**src/rtl/cp0_pkg.sv**
```systemverilog
// cp0_pkg: CP0 register layouts, register addresses and exception vector offsets
package cp0_pkg;
  localparam logic [4:0] CP0_BADVADDR = 5'd8;
  localparam logic [4:0] CP0_COUNT    = 5'd9;
  localparam logic [4:0] CP0_COMPARE  = 5'd11;
  localparam logic [4:0] CP0_STATUS   = 5'd12;
  localparam logic [4:0] CP0_CAUSE    = 5'd13;
  localparam logic [4:0] CP0_EPC      = 5'd14;
  localparam logic [31:0] VEC_REFILL  = 32'h0000_0000;
  localparam logic [31:0] VEC_GENERAL = 32'h0000_0180;
  typedef struct packed {
    logic [8:0] rsvd_hi;
    logic       bev;
    logic [5:0] rsvd_mid;
    logic [7:0] im;
    logic [4:0] rsvd_lo;
    logic       erl;
    logic       exl;
    logic       ie;
  } cp0_status_t;
  typedef struct packed {
    logic        bd;
    logic        ti;
    logic [13:0] rsvd_hi;
    logic [7:0]  ip;
    logic        rsvd_mid;
    logic [4:0]  exc_code;
    logic [1:0]  rsvd_lo;
  } cp0_cause_t;
endpackage

```
**src/rtl/exception_pkg.sv**
```systemverilog
// exception_pkg: exception codes and the detection-to-commit exception record
package exception_pkg;
  typedef enum logic [4:0] {
    EXC_INT  = 5'd0,
    EXC_MOD  = 5'd1,
    EXC_TLBL = 5'd2,
    EXC_TLBS = 5'd3,
    EXC_ADEL = 5'd4,
    EXC_ADES = 5'd5,
    EXC_IBE  = 5'd6,
    EXC_DBE  = 5'd7,
    EXC_SYS  = 5'd8,
    EXC_BP   = 5'd9,
    EXC_RI   = 5'd10,
    EXC_CPU  = 5'd11,
    EXC_OV   = 5'd12
  } exc_code_e;
  typedef enum logic {
    LOC_GENERAL = 1'b0,
    LOC_REFILL  = 1'b1
  } exc_location_e;
  typedef struct packed {
    logic          valid;
    exc_location_e location;
    logic [31:0]   pc;
    logic          in_delay_slot;
    exc_code_e     code;
    logic [31:0]   badvaddr;
  } exception_info_t;
  function automatic logic sets_badvaddr(exc_code_e c);
    return c inside {EXC_ADEL, EXC_ADES, EXC_TLBL, EXC_TLBS, EXC_MOD};
  endfunction
endpackage

```
**src/rtl/cp0_timer.sv**
```systemverilog
// cp0_timer: half-rate Count, Compare and the sticky timer interrupt
module cp0_timer (
  input  logic        clk,
  input  logic        reset,
  input  logic        count_wen,
  input  logic        compare_wen,
  input  logic [31:0] wdata,
  output logic [31:0] count,
  output logic [31:0] compare,
  output logic        ti
);
  logic        phase_q, phase_d, ti_q, ti_d;
  logic [31:0] count_q, count_d, compare_q, compare_d;
  always_comb begin
    phase_d   = !phase_q;
    count_d   = count_wen ? wdata : count_q + {31'd0, phase_q};
    compare_d = compare_wen ? wdata : compare_q;
    ti_d      = compare_wen ? 1'b0 : ti_q | ((count_wen | phase_q) && count_d == compare_q);
  end
  always_ff @(posedge clk) begin
    if (reset) begin
      phase_q   <= 1'b0;
      count_q   <= '0;
      compare_q <= '0;
      ti_q      <= 1'b0;
    end else begin
      phase_q   <= phase_d;
      count_q   <= count_d;
      compare_q <= compare_d;
      ti_q      <= ti_d;
    end
  end
  assign count   = count_q;
  assign compare = compare_q;
  assign ti      = ti_q;
endmodule

```
**src/rtl/cp0_exception_commit.sv**
```systemverilog
// cp0_exception_commit: commits exceptions/ERET/MTC0 into CP0 state and drives the redirect
module cp0_exception_commit
  import cp0_pkg::*;
  import exception_pkg::*;
#(
  parameter logic [31:0] EXC_BASE = 32'hBFC0_0200
) (
  input  logic            clk,
  input  logic            reset,
  input  exception_info_t exception_info,
  input  logic            is_eret,
  input  logic [5:0]      ext_int,
  input  logic            mtc0_wen,
  input  logic [4:0]      mtc0_addr,
  input  logic [31:0]     mtc0_data,
  input  logic [4:0]      mfc0_addr,
  output logic [31:0]     mfc0_rdata,
  output cp0_status_t     cp0_status,
  output logic [7:0]      interrupt_info,
  output logic            redirect_valid,
  output logic [31:0]     redirect_pc
);
  logic        exc, eret, mtc, unused, ti;
  logic        exl_q, exl_d, ie_q, ie_d, bd_q, bd_d;
  logic [7:0]  im_q, im_d;
  logic [4:0]  exc_code_q, exc_code_d, ip_hw_q, ip_hw_d;
  logic [1:0]  ip_sw_q, ip_sw_d;
  logic [31:0] epc_q, epc_d, badvaddr_q, badvaddr_d, count, compare;
  cp0_cause_t  cause;
  assign exc    = exception_info.valid;
  assign eret   = !exc && is_eret;
  assign mtc    = !exc && !is_eret && mtc0_wen;
  assign unused = ext_int[5];
  cp0_timer u_timer (
    .clk         (clk),
    .reset       (reset),
    .count_wen   (mtc && mtc0_addr == CP0_COUNT),
    .compare_wen (mtc && mtc0_addr == CP0_COMPARE),
    .wdata       (mtc0_data),
    .count       (count),
    .compare     (compare),
    .ti          (ti)
  );
  always_comb begin
    im_d       = im_q;
    ie_d       = ie_q;
    exl_d      = exl_q;
    bd_d       = bd_q;
    exc_code_d = exc_code_q;
    ip_sw_d    = ip_sw_q;
    ip_hw_d    = ext_int[4:0];
    epc_d      = epc_q;
    badvaddr_d = badvaddr_q;
    if (exc) begin
      if (!exl_q) begin
        epc_d = exception_info.in_delay_slot ? exception_info.pc - 32'd4 : exception_info.pc;
        bd_d  = exception_info.in_delay_slot;
      end
      exc_code_d = exception_info.code;
      exl_d      = 1'b1;
      badvaddr_d = sets_badvaddr(exception_info.code) ? exception_info.badvaddr : badvaddr_q;
    end else if (eret) begin
      exl_d = 1'b0;
    end else if (mtc) begin
      if (mtc0_addr == CP0_STATUS) begin
        im_d  = mtc0_data[15:8];
        exl_d = mtc0_data[1];
        ie_d  = mtc0_data[0];
      end
      ip_sw_d    = mtc0_addr == CP0_CAUSE ? mtc0_data[9:8] : ip_sw_q;
      epc_d      = mtc0_addr == CP0_EPC ? mtc0_data : epc_q;
      badvaddr_d = mtc0_addr == CP0_BADVADDR ? mtc0_data : badvaddr_q;
    end
  end
  always_ff @(posedge clk) begin
    if (reset) begin
      im_q       <= '0;
      ie_q       <= 1'b0;
      exl_q      <= 1'b0;
      bd_q       <= 1'b0;
      exc_code_q <= '0;
      ip_sw_q    <= '0;
      ip_hw_q    <= '0;
      epc_q      <= '0;
      badvaddr_q <= '0;
    end else begin
      im_q       <= im_d;
      ie_q       <= ie_d;
      exl_q      <= exl_d;
      bd_q       <= bd_d;
      exc_code_q <= exc_code_d;
      ip_sw_q    <= ip_sw_d;
      ip_hw_q    <= ip_hw_d;
      epc_q      <= epc_d;
      badvaddr_q <= badvaddr_d;
    end
  end
  always_comb begin
    cp0_status          = '0;
    cp0_status.bev      = 1'b1;
    cp0_status.im       = im_q;
    cp0_status.exl      = exl_q;
    cp0_status.ie       = ie_q;
    cause               = '0;
    cause.bd            = bd_q;
    cause.ti            = ti;
    cause.ip            = {ti, ip_hw_q, ip_sw_q};
    cause.exc_code      = exc_code_q;
  end
  always_comb begin
    case (mfc0_addr)
      CP0_BADVADDR: mfc0_rdata = badvaddr_q;
      CP0_COUNT:    mfc0_rdata = count;
      CP0_COMPARE:  mfc0_rdata = compare;
      CP0_STATUS:   mfc0_rdata = cp0_status;
      CP0_CAUSE:    mfc0_rdata = cause;
      CP0_EPC:      mfc0_rdata = epc_q;
      default:      mfc0_rdata = '0;
    endcase
  end
  assign interrupt_info = cause.ip & cp0_status.im;
  assign redirect_valid = !reset && (exc || is_eret);
  assign redirect_pc    = exc ? EXC_BASE + ((exception_info.location == LOC_REFILL && !exl_q) ? VEC_REFILL : VEC_GENERAL) : epc_q;
endmodule
```
**config.mk**
```make
export PLATFORM = sky130hd
export DESIGN_NAME = cp0_exception_commit
export DESIGN_NICKNAME = d
export VERILOG_FILES = /design/src/rtl/cp0_pkg.sv /design/src/rtl/exception_pkg.sv /design/src/rtl/cp0_timer.sv /design/src/rtl/cp0_exception_commit.sv
export SDC_FILE = /design/constraint.sdc
export NUM_CORES = 1
export LEC_CHECK = 0
export ABC_AREA = 0
export BUFFER_PORTS_ARGS = -buffer_cell sky130_fd_sc_hd__buf_4
export CORE_UTILIZATION = 30
export CTS_BUF_LIST = sky130_fd_sc_hd__clkbuf_16
export DETAILED_ROUTE_END_ITERATION = 10
export PLACE_DENSITY = 0.56
export SLEW_MARGIN = 10
export SYNTH_ARGS = -nofsm -noshare
export SYNTH_HDL_FRONTEND = slang
export SYNTH_SLANG_ARGS = --single-unit
```
**constraint.sdc**
```tcl
create_clock -name clk -period 3 [get_ports clk]
set_input_delay 0.45 -clock clk [delete_from_list [all_inputs] [get_ports clk]]
set_output_delay 0.45 -clock clk [all_outputs]
set_load 0.05 [all_outputs]
```
Word level (Yosys, flattened, before mapping)
Cells that the tools add are included.

Add/subtract/negate cells: 3. Multiply operators: 0. Div/mod/pow operators: 0. Order comparisons: 0. Equality and inequality tests: 21. Shift operators: 0. Multiplexer cells: 19. Bitwise gates (word level): 6. Reduce and logical (&&, ||, !) cells: 27.

Operator list (number): 2-to-1 mux 32 bit (13); one-hot mux 32 bit (6 select lines) (1); == test 5 x 4 -> 1 bit, second input constant (12); adder 32 x 1 -> 32 bit (1); adder 32 x 9 -> 32 bit, first input constant (1); == test 32 bit (1); subtractor 32 x 3 -> 32 bit, second input constant (1); AND reduction 4 bit (4); == test 5 x 2 -> 1 bit, second input constant (2); == test 5 x 3 -> 1 bit, second input constant (2); 2-to-1 mux 9 bit (1); AND 8 bit (1); logical AND 1 bit (8); nonzero test 2 bit (3); nonzero test 3 bit (2); == test 5 x 1 -> 1 bit, second input constant (1); logical NOT 1 bit (5); nonzero test 5 bit (1); 2-to-1 mux 1 bit (4); inequality test 2 bit, second input constant (2); AND reduction 2 bit (2); NOT 1 bit (3); inequality test 2 x 1 -> 1 bit, second input constant (1); OR 1 bit (2); 2 further kinds (2).

Bits in registers: 153. Latch bits: 0. Bits in writable memories: 0. ROM bits: 0. Input bits: 124. Output and inout port bits: 105. Word-level logic and storage cells: 89. Memories kept: 0.

Depth between registers and ports, before layout
Depth in word-level cells: 8. Depth in mapped cells: 11. Gate-level depth less buffers: 10.

Cells and area by module
From an unflattened synthesis, not the netlist that was laid out.

Cells, all modules: 1186. Area, all modules: 9711.8 um^2.

By module, submodules not included: cp0_exception_commit (instances 1, cells an instance 696, area each 5634.2 um^2, sequential area each 1741.7 um^2); cp0_timer (instances 1, cells an instance 490, area each 4077.7 um^2, sequential area each 1321.3 um^2).

Worst setup path before layout
OpenSTA, ideal clock, no wires.

Path type: register to register. Start point: register u_timer.phase_q. End point: register u_timer.ti_q (netlist: u_timer.ti). Data arrival time: 2676 ps. Required time: 2931 ps. Slack: 255 ps. Stages on the path, launching flop included: 12. Cells stage by stage: dfxtp_1 > ha_1 > ha_1 > clkbuf_1 > nand3_1 > nor3_1 > or4b_1 > a31oi_1 > xor2_1 > a2111oi_1 > nand4_1 > o21ai_1.

Longest elaborated chain between the ends: 5. Elaborated cells between the ends (all ways): 6. Those cells by class: add/sub: 1; eq/ne: 1; mux: 1; bitwise: 2; reduce/logical: 1.

Ends and longest elaborated chain: start: declaration (RTL line cp0_timer.sv:12) `logic phase_q, phase_d, ti_q, ti_d;`; start signal: assignment (RTL line cp0_timer.sv:27) `phase_q <= phase_d;`; adder 32 x 1 -> 32 bit (RTL line cp0_timer.sv:16) `count_d = count_wen ? wdata : count_q + {31'd0, phase_q};`; 2-to-1 mux 32 bit (RTL line cp0_timer.sv:16); == test 32 bit (RTL line cp0_timer.sv:18) `ti_d = compare_wen ? 1'b0 : ti_q | ((count_wen | phase_q) && count_d == compare_q);`; logical AND 1 bit * (RTL line cp0_timer.sv:18); OR 1 bit * (RTL line cp0_timer.sv:18); end signal: assignment (RTL line cp0_timer.sv:30) `ti_q <= ti_d;`; end: declaration (RTL line cp0_timer.sv:12).

Mark *: on every way between the ends. The rest lies on a longest branch, timed or not. A chain may end at the register's enable or synchronous reset.

Worst setup path after layout
Same ends and word-level chain as after synthesis.

==> run summary <==
Cell Area, Placed = 11,660 µm²
top_reg_cell synth = dfxtp_1
CTS tree = built
Detailed Routing Iterations Pass 1 = 9
first-pass GRT wire length = 60.01 mm
max_cap viols = 0
met1 usage = 0.3181
M3 GR Usage = 0.03537
PortBufs = 205
GRT busiest layer = met2
# DRC = 0
Final Hold Fails = 0
Setup-failing EPs final = 0
wire length per cell = 21.75 µm
core box area = 30,910 µm²
Sequential Power Share = 0.425
hold_ws = 0.2219 ns
antenna violations before repair = 1
GRT Overall Usage = 0.2432
internal power = 3.480 mW
clk buf depth = 2
Clock Skews = 0.009683 ns
synthesized area = 9533 µm²
Post-CTS Hold Buffers = 0
Crit Path Class = reg2reg
Final HPWL DP = 30.57 mm
Die Ht = 180.3 µm
switch share = 0.3141
Max-slew headroom = 0.3044
Gate power share = 0.165
Num CTS Buffers = 17
CP Buf/Inv Count = 0
worst-path fanout max = 7
Yosys reg bits = 153
fmax = 351.7 MHz
Post-CTS Setup Bufs = 0
element type at the critical path end = flop
part of the cycle the worst path needs = 0.9478
worst skew pair latency = 0.44 ns
row cnt = 64
Cell Pwr Density = 414.1 nW/µm²
Root Driver = clkbuf_16
type of the most critical hold path = in2reg
crit path max-delay cell type = or4_4
Synth area leader = dfxtp_1
yosys synthesis warning count = 0
H-tree depth = 4
drt first-iter violations = 1,120
Util after Layout = 0.3964
clock power share = 0.410
WL final = 40.45 mm
DRT antenna net count = 0
number of global-route vias before repair = 9,560
Die Area = 32,490 µm²
Worst-path clk slew = 0.07 ns
VDD IR max = 405.8 µV
status = finished clean
Synth Instances = 1,263
Synth cell types = 70
GR Util met2 = 0.4070
Worst EP required = 3.37 ns
Design Area, Final = 12,250 µm²
Final GP Congestion = 0.9360
Levels on crit path = 9
length in cells of the worst reg-to-reg path = 9
max-slew violation count = 0
Avg Cell Area, Syn = 7.548 µm²
starting density of the core = 0.3084
FFs w/ async S/R, synth = 0
routed vias = 10,210
cells along the critical path = ha_1 > nand4_1 > or4_4 > or4_4 > nand3_2 > nand3_1 > a2111oi_2 > nand4_1 > o21ai_1
sequential area share after synthesis = 0.3213
Final min period = 2.843 ns
Largest delay share family, worst path = simple AND/OR/NAND/NOR gates
drt via density = 5.491
Synth area leaders = dfxtp_1 (32%), nor2_1 (7.6%), a211oi_1 (6.1%), mux2i_1 (5.1%), nand2_1 (5.1%)
Yosys top cell area share = 0.3213
Nets = 1,577
most frequent cells after synthesis = nor2_1 (192), dfxtp_1 (153), nand2_1 (130)
share of cells above drive strength 1 = 0.2262
# clock sinks = 153
Crit path largest cell delay = 0.59 ns
largest net degree at the start of global routing = 139
Die X = 180.3 µm
crit start category = flop
worst-margin pin slew = 1.043 ns
Pleak = 4.834 nW
worst hold path depth = 2
crit path DAT = 3.21 ns
Ports = 229
most common cell in the netlist = nor2_1
GR Overflow Total = 0
net load switching power = 1.593 mW
Syn-to-layout area delta = 28.52%
Post-synth EDFFs = 0
-- registers in the layout, summed over array words and instances (netlist names) --
register         cells
u_timer.count       32
ip_hw_q              5
u_timer.phase_q      1
ie_q                 1
epc_q               32
bd_q                 1
badvaddr_q          32
ip_sw_q              2
im_q                 8
exc_code_q           5
exl_q                1
u_timer.ti           1
u_timer.compare     32
-- power by group through the flow --
stage	clock network [mW]	registers (mW)	logic (mW)
floorplan	0	2.17	0.514
global route	2.18	2.16	0.892
detailed placement	0	2.20	0.830
CTS	2.10	2.16	0.834
global placement	0	2.20	0.827
finish	2.08	2.16	0.837
-- placed cells by master (no fill, tap or decap), types with 4 or more instances in the layout --
| cell | instances |
|---|---|
| o21ai_0 | 16 |
| nor4_1 | 16 |
| inv_6 | 4 |
| mux2i_1 | 49 |
| nand3_1 | 32 |
| and2_1 | 15 |
| inv_1 | 21 |
| a21oi_1 | 90 |
| nand4_1 | 18 |
| nor4_2 | 5 |
| nand3b_1 | 5 |
| nand2b_1 | 11 |
| a211oi_1 | 77 |
| buf_4 | 260 |
| nor3_1 | 22 |
| conb_1 | 22 |
| nand2_1 | 130 |
| or4_1 | 5 |
| buf_12 | 5 |
| and3_1 | 6 |
| xor2_1 | 29 |
| o211ai_1 | 5 |
| xnor2_1 | 46 |
| a22oi_1 | 64 |
| or2_2 | 12 |
| or3_1 | 9 |
| nor2b_1 | 33 |
| a222oi_1 | 8 |
| clkbuf_16 | 17 |
| nor3b_1 | 6 |
| nor2_1 | 189 |
| dfxtp_1 | 153 |
-- worst register-to-register path, stage by stage (launching register included) --
cell	delay, ns
dfxtp_1	0.36
ha_1	0.24
nand4_1	0.19
or4_4	0.59
or4_4	0.50
nand3_2	0.09
nand3_1	0.09
a2111oi_2	0.44
nand4_1	0.14
o21ai_1	0.13
-- stage by stage --
| stage | setup slack (ns) | instances | power (mW) | setup TNS, ns |
|---|---|---|---|---|
| floorplan | 0.2546 | 1283 | 2.685 | 0 |
| global placement | -0.005986 | 1827 | 3.028 | -0.005986 |
| detailed placement | -0.04050 | 1827 | 3.034 | -0.04050 |
| CTS | 0.04419 | 1859 | 5.089 | 0 |
| global route | -0.0006706 | 1859 | 5.237 | -0.0006706 |
| finish | 0.1567 | 1860 | 5.074 | 0 |
-- metal layers --
layer,share of wire,vias up
li1,-,4851
met1,0.43,4818
met2,0.47,482
met3,0.066,62
met4,0.029,0
met5,0,-
-- kinds of logic (layout without fill, tap and decap cells) --
| group | after synthesis | count (layout) | share of synthesized area |
|---|---|---|---|
| AND/OR/NAND/NOR | 534 | 534 | 0.2675 |
| AO/OA/AOI/OAI | 309 | 309 | 0.2212 |
| flip-flops | 153 | 153 | 0.3213 |
| buffers and inverters | 137 | 317 | 0.06379 |
| XOR/XNOR | 75 | 75 | 0.06891 |
| multiplexers | 50 | 50 | 0.05263 |
| adder cells (fa/ha/maj) | 3 | 3 | 0.003938 |
| other | 2 | 23 | 0.0007878 |
-- path summary, 6_finish.rpt --
check	end	start	slack, ns
setup / recovery	u_timer.ti$_SDFF_PP0_	u_timer.phase_q$_SDFF_PP0_	0.16
hold / removal	ip_hw_q[2]$_SDFF_PP0_	ext_int[2]	0.22
setup reg to reg	u_timer.ti$_SDFF_PP0_	u_timer.phase_q$_SDFF_PP0_	0.16
hold reg to reg	u_timer.phase_q$_SDFF_PP0_	u_timer.phase_q$_SDFF_PP0_	0.44
-- area by class of cell --
cell class,instances,area [µm²]
timing repair buffer,265,2052
clock buffer,17,425.4
antenna,1,2.502
fill,3227,18660
inverter,20,75.07
multi-input combinational,993,6020
clock inverter,15,118.9
sequential,153,3063
tap,396,495.5
-- timing repair --
item / CTS / global route
gates resized for setup: 1 / 9
pin swaps: 0 / 1
endpoints found under the setup margin: 1 / 1
No activity file was read; power rests on OpenSTA's default activity.
